File: src/rtl/boot_pkg.sv
// Shared types and constants for the SPI flash boot loader.
package boot_pkg;

  typedef enum logic [2:0] {
    IDLE, CMD, ADDR, HDR, DATA, FINISH, DONE, ERROR
  } boot_state_e;

  localparam logic [7:0] FLASH_READ_CMD = 8'h03;

  // Flash bytes arrive MSB-first, so the first byte lands in [31:24]; images are little-endian.
  function automatic logic [31:0] bswap32(input logic [31:0] w);
    return {w[7:0], w[15:8], w[23:16], w[31:24]};
  endfunction

endpackage

File: src/rtl/spi_boot_shifter.sv
// SPI mode-0 bit engine: SCLK divider, 32-bit TX/RX shift registers, bit counter, back-to-back chaining.
module spi_boot_shifter #(
  parameter int CLK_DIV = 4
) (
  input  logic        clk_i,
  input  logic        rst_ni,
  input  logic        start_i,
  input  logic [5:0]  len_i,
  input  logic [31:0] tx_data_i,
  input  logic        miso_i,
  output logic        sclk_o,
  output logic        mosi_o,
  output logic        done_o,
  output logic        idle_o,
  output logic [31:0] rx_data_o
);

  localparam int CW = $clog2(CLK_DIV + 1);

  logic [CW-1:0] cnt_q;
  logic          sclk_q, mosi_q, active_q;
  logic [5:0]    bits_q;
  logic [31:0]   sh_q, rx_q;
  logic          tick, rise, fall;

  assign tick      = active_q && (cnt_q == CW'(CLK_DIV - 1));
  assign rise      = tick && !sclk_q;
  assign fall      = tick && sclk_q;
  assign done_o    = rise && (bits_q == 6'd1);
  assign rx_data_o = {rx_q[30:0], miso_i};
  assign sclk_o    = sclk_q;
  assign mosi_o    = mosi_q;
  assign idle_o    = !active_q;

  // A start accepted on the last sampling edge only loads sh_q; mosi moves at the next SCLK fall.
  always_ff @(posedge clk_i) begin
    if (!rst_ni) begin
      cnt_q    <= '0;
      sclk_q   <= 1'b0;
      mosi_q   <= 1'b0;
      active_q <= 1'b0;
      bits_q   <= '0;
    end else if (!active_q) begin
      if (start_i) begin
        active_q <= 1'b1;
        cnt_q    <= '0;
        sclk_q   <= 1'b0;
        mosi_q   <= tx_data_i[31];
        bits_q   <= len_i;
      end
    end else begin
      cnt_q <= tick ? '0 : cnt_q + CW'(1);
      if (rise) begin
        sclk_q <= 1'b1;
        if (done_o) bits_q <= start_i ? len_i : 6'd0;
        else        bits_q <= bits_q - 6'd1;
      end
      if (fall) begin
        sclk_q <= 1'b0;
        if (bits_q == 6'd0) active_q <= 1'b0;
        else                mosi_q   <= sh_q[31];
      end
    end
  end

  always_ff @(posedge clk_i) begin
    if (rise) rx_q <= rx_data_o;
    if (!active_q && start_i)            sh_q <= {tx_data_i[30:0], 1'b0};
    else if (done_o && start_i)          sh_q <= tx_data_i;
    else if (fall && bits_q != 6'd0)     sh_q <= {sh_q[30:0], 1'b0};
  end

endmodule

File: src/rtl/spi_flash_boot_loader.sv
// Boot loader: reads a length-prefixed image from SPI NOR flash (READ 0x03) and writes it into ICCM.
module spi_flash_boot_loader
  import boot_pkg::*;
#(
  parameter int          CLK_DIV    = 4,
  parameter int          ADDR_W     = 12,
  parameter int          MAX_WORDS  = 2048,
  parameter logic [23:0] FLASH_BASE = 24'h000000
) (
  input  logic              clk_i,
  input  logic              rst_ni,
  input  logic              boot_i,
  output logic              sclk_o,
  output logic              cs_no,
  output logic              mosi_o,
  input  logic              miso_i,
  output logic              iccm_ctrl_we_o,
  output logic [ADDR_W-1:0] iccm_ctrl_addr_o,
  output logic [31:0]       iccm_ctrl_wdata_o,
  output logic              prog_rst_no,
  output logic              busy_o,
  output logic              done_o,
  output logic              err_o
);

  localparam int WCW = $clog2(MAX_WORDS + 1);
  localparam int FW  = $clog2(CLK_DIV + 1);

  boot_state_e       state_q, state_d;
  logic              cs_q, cs_d, prst_q, prst_d, busy_q, busy_d, done_q, done_d, err_q, err_d;
  logic              we_q, we_d, bad_q, bad_d;
  logic [ADDR_W-1:0] addr_q, addr_d;
  logic [31:0]       wdata_q, wdata_d;
  logic [WCW-1:0]    nwords_q, nwords_d, wcnt_q, wcnt_d;
  logic [FW-1:0]     fin_q, fin_d;

  logic        sh_start, sh_done, sh_idle;
  logic [5:0]  sh_len;
  logic [31:0] sh_tx, sh_rx, rx_word;

  spi_boot_shifter #(.CLK_DIV(CLK_DIV)) u_shifter (
    .clk_i     (clk_i),
    .rst_ni    (rst_ni),
    .start_i   (sh_start),
    .len_i     (sh_len),
    .tx_data_i (sh_tx),
    .miso_i    (miso_i),
    .sclk_o    (sclk_o),
    .mosi_o    (mosi_o),
    .done_o    (sh_done),
    .idle_o    (sh_idle),
    .rx_data_o (sh_rx)
  );

  assign rx_word = bswap32(sh_rx);

  always_comb begin
    state_d  = state_q;
    cs_d     = cs_q;
    prst_d   = prst_q;
    busy_d   = busy_q;
    done_d   = done_q;
    err_d    = err_q;
    we_d     = 1'b0;
    addr_d   = addr_q;
    wdata_d  = wdata_q;
    nwords_d = nwords_q;
    wcnt_d   = wcnt_q;
    bad_d    = bad_q;
    fin_d    = fin_q;
    sh_start = 1'b0;
    sh_len   = 6'd32;
    sh_tx    = '0;
    case (state_q)
      IDLE, DONE, ERROR: if (boot_i) begin
        state_d  = CMD;
        cs_d     = 1'b0;
        prst_d   = 1'b0;
        busy_d   = 1'b1;
        done_d   = 1'b0;
        err_d    = 1'b0;
        bad_d    = 1'b0;
        sh_start = 1'b1;
        sh_len   = 6'd8;
        sh_tx    = {FLASH_READ_CMD, 24'h000000};
      end
      CMD: if (sh_done) begin
        state_d  = ADDR;
        sh_start = 1'b1;
        sh_len   = 6'd24;
        sh_tx    = {FLASH_BASE, 8'h00};
      end
      ADDR: if (sh_done) begin
        state_d  = HDR;
        sh_start = 1'b1;
      end
      // A rejected header lets the final SCLK pulse finish before chip select is released.
      HDR: if (sh_done) begin
        if (rx_word == 32'd0 || rx_word > 32'(MAX_WORDS)) begin
          bad_d = 1'b1;
        end else begin
          state_d  = DATA;
          sh_start = 1'b1;
          nwords_d = rx_word[WCW-1:0];
          wcnt_d   = '0;
        end
      end else if (bad_q && sh_idle) begin
        state_d = ERROR;
        cs_d    = 1'b1;
        busy_d  = 1'b0;
        err_d   = 1'b1;
      end
      DATA: if (sh_done) begin
        we_d    = 1'b1;
        addr_d  = ADDR_W'(wcnt_q);
        wdata_d = rx_word;
        wcnt_d  = wcnt_q + WCW'(1);
        if (wcnt_q == nwords_q - WCW'(1)) state_d = FINISH;
        else                              sh_start = 1'b1;
      end
      FINISH: if (sh_idle) begin
        if (!cs_q) begin
          cs_d  = 1'b1;
          fin_d = '0;
        end else if (fin_q == FW'(CLK_DIV - 1)) begin
          state_d = DONE;
          prst_d  = 1'b1;
          busy_d  = 1'b0;
          done_d  = 1'b1;
        end else begin
          fin_d = fin_q + FW'(1);
        end
      end
      default: state_d = IDLE;
    endcase
  end

  always_ff @(posedge clk_i) begin
    if (!rst_ni) begin
      state_q  <= IDLE;
      cs_q     <= 1'b1;
      prst_q   <= 1'b1;
      busy_q   <= 1'b0;
      done_q   <= 1'b0;
      err_q    <= 1'b0;
      we_q     <= 1'b0;
      addr_q   <= '0;
      wdata_q  <= '0;
      nwords_q <= '0;
      wcnt_q   <= '0;
      bad_q    <= 1'b0;
      fin_q    <= '0;
    end else begin
      state_q  <= state_d;
      cs_q     <= cs_d;
      prst_q   <= prst_d;
      busy_q   <= busy_d;
      done_q   <= done_d;
      err_q    <= err_d;
      we_q     <= we_d;
      addr_q   <= addr_d;
      wdata_q  <= wdata_d;
      nwords_q <= nwords_d;
      wcnt_q   <= wcnt_d;
      bad_q    <= bad_d;
      fin_q    <= fin_d;
    end
  end

  assign cs_no             = cs_q;
  assign prog_rst_no       = prst_q;
  assign busy_o            = busy_q;
  assign done_o            = done_q;
  assign err_o             = err_q;
  assign iccm_ctrl_we_o    = we_q;
  assign iccm_ctrl_addr_o  = addr_q;
  assign iccm_ctrl_wdata_o = wdata_q;

endmodule

File: config.mk
export PLATFORM = sky130hd
export DESIGN_NAME = spi_flash_boot_loader
export DESIGN_NICKNAME = d
export VERILOG_FILES = /design/src/rtl/boot_pkg.sv /design/src/rtl/spi_boot_shifter.sv /design/src/rtl/spi_flash_boot_loader.sv
export SDC_FILE = /design/constraint.sdc
export NUM_CORES = 1
export LEC_CHECK = 0
export ABC_CLOCK_PERIOD_IN_PS = 9600
export CAP_MARGIN = 20
export CORE_MARGIN = 4
export CORE_UTILIZATION = 60
export DETAILED_ROUTE_END_ITERATION = 8
export DONT_BUFFER_PORTS = 1
export GPL_ROUTABILITY_DRIVEN = 0
export HOLD_SLACK_MARGIN = 0.12
export PLACE_DENSITY = 0.88
export SLEW_MARGIN = 5
export SYNTH_ARGS = -nofsm -noshare
export SYNTH_HDL_FRONTEND = slang
export SYNTH_SLANG_ARGS = --single-unit
File: constraint.sdc
create_clock -name clk_i -period 9.6 [get_ports clk_i]
set_clock_uncertainty 0.05 [all_clocks]
set_input_delay 0.48 -clock clk_i [delete_from_list [all_inputs] [get_ports clk_i]]
set_output_delay 0.48 -clock clk_i [all_outputs]
set_load 0.1 [all_outputs]
## Word-level counts from Yosys, hierarchy flattened

Cells that the tools add are included.

| operators by class | value |
|---|---|
| add/subtract/negate cells | 5 |
| multiplexer cells | 73 |
| bitwise gates (word level) | 2 |
| order comparisons | 1 |
| reduce and logical (&&, ||, !) cells | 38 |
| eq/ne operators | 31 |

Operators with widths:

| cell | number |
|---|---|
| 32-bit two-way mux | 3 |
| 26-bit two-way mux | 2 |
| 3-bit two-way mux | 16 |
| 6-bit two-way mux | 7 |
| 12-bit two-way mux | 3 |
| 1-bit two-way mux | 33 |
| 32-bit by 12-bit greater-than comparator with 1-bit output (second input constant) | 1 |
| 32-bit logical NOT | 1 |
| 2-bit != test (second input constant) | 13 |
| 12-bit case mux with 2 select lines | 1 |
| 3-bit case mux with 6 select lines | 1 |
| 12-bit by 1-bit adder with 12-bit output (second input constant) | 1 |
| 12-bit equality test | 1 |
| 3-bit by 2-bit equality test with 1-bit output (second input constant) | 4 |
| 3-bit equality test (second input constant) | 4 |
| 6-bit case mux with 2 select lines | 1 |
| 4-bit AND reduction | 3 |
| 12-bit by 1-bit subtractor with 12-bit output (second input constant) | 1 |
| 10-bit AND reduction | 1 |
| 5-bit AND reduction | 2 |
| 2-bit nonzero test | 5 |
| 3-bit AND reduction | 3 |
| 1-bit logical AND | 8 |
| 2-bit by 1-bit != test with 1-bit output (second input constant) | 4 |
| other kinds (20) | 31 |

| word-level totals | value |
|---|---|
| output and inout port bits | 52 |
| logic and storage cells | 171 |
| register bits after elaboration | 156 |

## Longest topological paths before layout

| logic depth | value |
|---|---|
| depth after elaboration | 10 |
| gate-level depth with buffers | 11 |

## By module

Synthesis repeated with hierarchy kept, for this count alone.

| unflattened totals | value |
|---|---|
| cell total of the unflattened synthesis | 784 |
| area total of the unflattened synthesis | 7108.1 um^2 |

By module, submodules not included:

| module | area each (um^2) | cells each | instances |
|---|---|---|---|
| spi_flash_boot_loader | 3749.8 | 473 | 1 |
| spi_boot_shifter | 3358.2 | 311 | 1 |

## Worst setup path before layout

No wires, ideal clock.

| timing path | value |
|---|---|
| kind | register -> register |
| start point | reg u_shifter.sclk_q, in the netlist u_shifter.sclk_o |
| end point | reg u_shifter.sh_q[24], enable pin |
| arrival | 2.674 ns |
| cell stages (with the launch flop) | 9 |
| slack | 6.546 ns |
| required time | 9.220 ns |
| path through | dfxtp_1 -> or3_1 -> buf_2 -> inv_6 -> nand3_1 -> o31a_1 -> nor2_1 -> o32ai_2 -> nand2_1 |

| between the ends | value |
|---|---|
| word-level cells in the longest chain between the ends | 7 |
| elaborated cells between the ends (all ways) | 12 |

RTL lines:

| what | line | source |
|---|---|---|
| start: declaration | spi_boot_shifter.sv:21 | `logic sclk_q, mosi_q, active_q;` |
| start signal: assignment | spi_boot_shifter.sv:39 | `sclk_q <= 1'b0;` |
| start signal: assignment | spi_boot_shifter.sv:47 | `sclk_q <= 1'b0;` |
| start signal: assignment | spi_boot_shifter.sv:54 | `sclk_q <= 1'b1;` |
| 1-bit logical NOT (*) | spi_boot_shifter.sv:27 | `assign rise = tick && !sclk_q;` |
| 1-bit logical AND (*) | spi_boot_shifter.sv:27 |  |
| via u_shifter.rise | spi_boot_shifter.sv:24 | `logic tick, rise, fall;` |
| 1-bit logical AND (*) | spi_boot_shifter.sv:29 | `assign done_o = rise && (bits_q == 6'd1);` |
| 1-bit two-way mux (on tied branches) | n/a |  |
| 1-bit case mux with 4 select lines | spi_flash_boot_loader.sv:74 | `case (state_q)` |
| 1-bit logical AND (on tied branches) | spi_boot_shifter.sv:69, spi_boot_shifter.sv:68 |  |
| 3-bit nonzero test (no source line) (*) | n/a |  |
| end signal: assignment | spi_boot_shifter.sv:68 | `if (!active_q && start_i) sh_q <= {tx_data_i[30:0], 1'b0};` |
| end signal: assignment | spi_boot_shifter.sv:69 | `else if (done_o && start_i) sh_q <= tx_data_i;` |
| end signal: assignment | spi_boot_shifter.sv:70 | `else if (fall && bits_q != 6'd0) sh_q <= {sh_q[30:0], 1'b0};` |
| end: declaration | spi_boot_shifter.sv:23 | `logic [31:0] sh_q, rx_q;` |

Mark *: on every way through the listed nets, which the timed path passes. The rest lies on a longest branch.
A chain may end at the register's enable or synchronous reset.

## Worst setup path after layout

| timing path | value |
|---|---|
| start point | reg u_shifter.active_q |
| end point | reg u_shifter.sh_q[24], enable pin |

| between the ends | value |
|---|---|
| word-level cells in the longest chain between the ends | 7 |
| elaborated cells between the ends (all ways) | 13 |

RTL lines:

| what | line | source |
|---|---|---|
| start: declaration | spi_boot_shifter.sv:21 |  |
| start signal: assignment | spi_boot_shifter.sv:41 | `active_q <= 1'b0;` |
| start signal: assignment | spi_boot_shifter.sv:45 | `active_q <= 1'b1;` |
| start signal: assignment | spi_boot_shifter.sv:60 | `if (bits_q == 6'd0) active_q <= 1'b0;` |
| 1-bit logical AND (*) | spi_boot_shifter.sv:26 | `assign tick = active_q && (cnt_q == CW'(CLK_DIV - 1));` |
| 1-bit logical AND (*) | spi_boot_shifter.sv:27 |  |
| via u_shifter.rise | spi_boot_shifter.sv:24 |  |
| 1-bit logical AND (*) | spi_boot_shifter.sv:29 |  |
| 1-bit two-way mux (on tied branches) | n/a |  |
| 1-bit case mux with 4 select lines | spi_flash_boot_loader.sv:74 |  |
| 1-bit logical AND (on tied branches) | spi_boot_shifter.sv:69, spi_boot_shifter.sv:68 |  |
| 3-bit nonzero test (no source line) (*) | n/a |  |

Marks and branches as above.

==> results.json <==
{
  "dieHeight_um": 105,
  "met1_usage_pct": 33.2,
  "rows": 35,
  "power.density_nw_per_um2": 235,
  "vias": 4687,
  "cts-resized-gates": 0,
  "setup_slack_ns": 5.83,
  "fin_crit_ns": 3.77,
  "fin_crit_sh_pct": 39.3,
  "synth_edf_count": 39,
  "status": "complete, no violations",
  "ys.flop_type": "dfxtp_1",
  "ys_types": 59,
  "routedWlPerCell_um": 18.7,
  "numCtsBuffers": 17,
  "gr-total-overflow": 0,
  "die_w_um": 105,
  "yosysSeqAreaShare_pct": 53.3,
  "cts_buffer_depth": 2,
  "grt_pass1_vias": 4648,
  "io_buffers": 0,
  "switching_power_mw": 0.461,
  "rsz0062_at_grt": "false",
  "dp_hpwl_um": 8910,
  "max_clock_freq_mhz": 265,
  "worst_hold_slack_ns": 0.251,
  "drive_above_1_share_pct": 9.27,
  "met3_usage_pct": 6.80,
  "p_leak_nw": 2.15,
  "initial_utilization_pct": 61.6,
  "dpl_worst_slack_ns": 5.61,
  "hold_class": "input pin to flop",
  "syn_inst": 617,
  "arrival_ns": 3.91,
  "hold_violations": 0,
  "crit_path_end_kind": "flop",
  "htreeDepth": 4,
  "dp_cells": 718,
  "drv_slew": 0,
  "syn_to_final_growth_pct": 12.7,
  "die_area_sq_um": 11100,
  "p_int_mw": 1.05,
  "detail-route-antenna-nets": 0,
  "wirelength_um": 14100,
  "final_core_util_pct": 69.4,
  "start_kind": "flop",
  "clk_pin_slew_ns": 0.06,
  "synth_warnings": 0,
  "setup-violations-final": 0,
  "cap_viol_max_count": 0,
  "setup_tns_ns": 0,
  "io_pins": 56,
  "irDropWorstVdd_uv": 171,
  "drtIter0Drc": 569,
  "synth_nets": 628,
  "clk_latency_ns": 0.53,
  "async_flop_share_pct": 0,
  "worst-path-max-fanout": 39,
  "tightest_slew_ns": 1.07,
  "core-area_sq_um": 9240,
  "num_antenna_cells": 0,
  "grt_usage_pct": 26.1,
  "drtPass1Iterations": 6,
  "final_net_count": 624,
  "clockPowerShare_pct": 42.7,
  "grt_max_degree": 52,
  "root_buffer": "clkbuf_8",
  "final_cells": 755,
  "swShare_pct": 30.5,
  "synth-seq-cells": 132,
  "cts_tree": "done",
  "syn_area_sq_um": 5690,
  "grt_pass1_wl_um": 23200,
  "drc": 0,
  "seqPwrFrac_pct": 44.5,
  "antenna_found_initial": 0,
  "viasPerCell": 6.21,
  "path_class": "flop to flop",
  "avgSynthCellArea_sq_um": 9.22,
  "top_usage_layer": "met2",
  "slew_headroom_pct": 28.4,
  "cp.required_ns": 9.74,
  "cts_sinks": 132,
  "combPwrFrac_pct": 12.9,
  "grt_use_met2_pct": 42.1
}
-- layout by cell type, fill, tap and decap left out, drive strengths merged, types with 4 or more instances in the layout --
cell and n:
a21oi 70, a31oi 5, and2 7, buf 5, clkbuf 17, clkinv 5, dfxtp 93, edfxtp 39
ha 7, inv 24, mux2i 9, nand2 119, nand3 17, nand4 7, nor2 56, nor2b 6
nor3 11, nor4 13, o211ai 4, o21ai 25, or2 4, xnor2 14, xor2 10
-- metrics by stage --
stage / total power [mW] / cell area (sq um)
floorplan: 0.824 / 5690
global placement: 0.856 / 5750
detailed placement: 0.868 / 5770
CTS: 1.51 / 6380
global route: 1.56 / 6410
finish: 1.51 / 6410
-- registers in the layout, indices dropped and copies added (netlist names), 3 cells and up --
| signal | count |
|---|---|
| iccm_ctrl_wdata_o | 32 |
| u_shifter.rx_q | 31 |
| iccm_ctrl_addr_o | 12 |
| nwords_q | 12 |
| wcnt_q | 12 |
| u_shifter.sh_q | 8 |
| u_shifter.bits_q | 6 |
| fin_q | 3 |
| state_q | 3 |
| u_shifter.cnt_q | 3 |
-- cells by family (layout without fill, tap and decap cells) --
| family | after synthesis | in the layout | share of synthesized area (%) |
|---|---|---|---|
| muxes | 9 | 9 | 1.58 |
| and+or+nand+nor | 258 | 258 | 21.2 |
| buffers and inverters | 48 | 57 | 3.43 |
| xor gates and xnor gates | 24 | 24 | 3.69 |
| adders and majority gates | 7 | 7 | 1.54 |
| AOI/OAI and AO/OA | 139 | 139 | 15.3 |
| DFF | 132 | 132 | 53.3 |
-- timing repair --
| item | in CTS | in global routing |
|---|---|---|
| endpoints found under the hold margin | 13 | 0 |
| hold buffers | 3 | 0 |
| buffers inserted | 0 | 0 |
-- critical path, cell delays in order (launching register included) --
cell and delay, ns:
dfxtp_1 0.67, inv_2 0.16, or3_1 0.56, inv_6 0.36, nand3_1 0.38, o31a_1 0.38
nor2_1 0.30, o32ai_2 0.22, nand2_1 0.34
-- layout make-up --
class / instances / area [sq um]
well taps: 129 / 161
flip-flops and latches: 132 / 3030
clock inverters: 15 / 169
inverters: 17 / 68.8
clock buffers: 17 / 414
repair buffers: 8 / 96.3
multi-input cells: 437 / 2470
fillers: 650 / 2830
-- power by group through the flow --
stage          Clock [mW]  Combinational, mW  Sequential (mW)
2_1_floorplan           0              0.153            0.671
3_3_place_gp            0              0.178            0.678
3_5_place_dp            0              0.187            0.680
4_1_cts             0.648              0.190            0.669
5_1_grt             0.672              0.212            0.676
6_report            0.644              0.194            0.671
-- cell usage after synthesis, types with 8 or more instances --
cell type / number / share of area (%)
clkbuf_1: 23 / 1.5
inv_1: 15 / 0.99
o21ai_0: 22 / 1.9
xor2_1: 10 / 1.5
nand2_1: 119 / 7.8
buf_2: 8 / 0.70
nor3_1: 11 / 0.97
edfxtp_1: 39 / 21
nor2_1: 56 / 3.7
nand3_1: 17 / 1.5
nor4_1: 11 / 1.2
mux2i_1: 9 / 1.6
a21oi_1: 70 / 6.2
xnor2_1: 14 / 2.2
dfxtp_1: 93 / 33
-- path summary, 6_finish.rpt --
path	startpoint	slack, ns	to	cells past startpoint
hold / removal	rst_ni	0.25	err_o	2
setup reg to reg	u_shifter.active_q	5.83	u_shifter.sh_q[24]	8
hold reg to reg	u_shifter.cnt_q[2]	0.41	u_shifter.cnt_q[2]	2
setup / recovery	u_shifter.active_q	5.83	u_shifter.sh_q[24]	8
-- layer usage --
layer / share of wire [%] / wire (um)
met1: 40 / 5680
met2: 48 / 6800
met3: 8.3 / 1170
met4: 3.1 / 443
met5: 0 / 0
No activity file was read; power rests on OpenSTA's default activity.
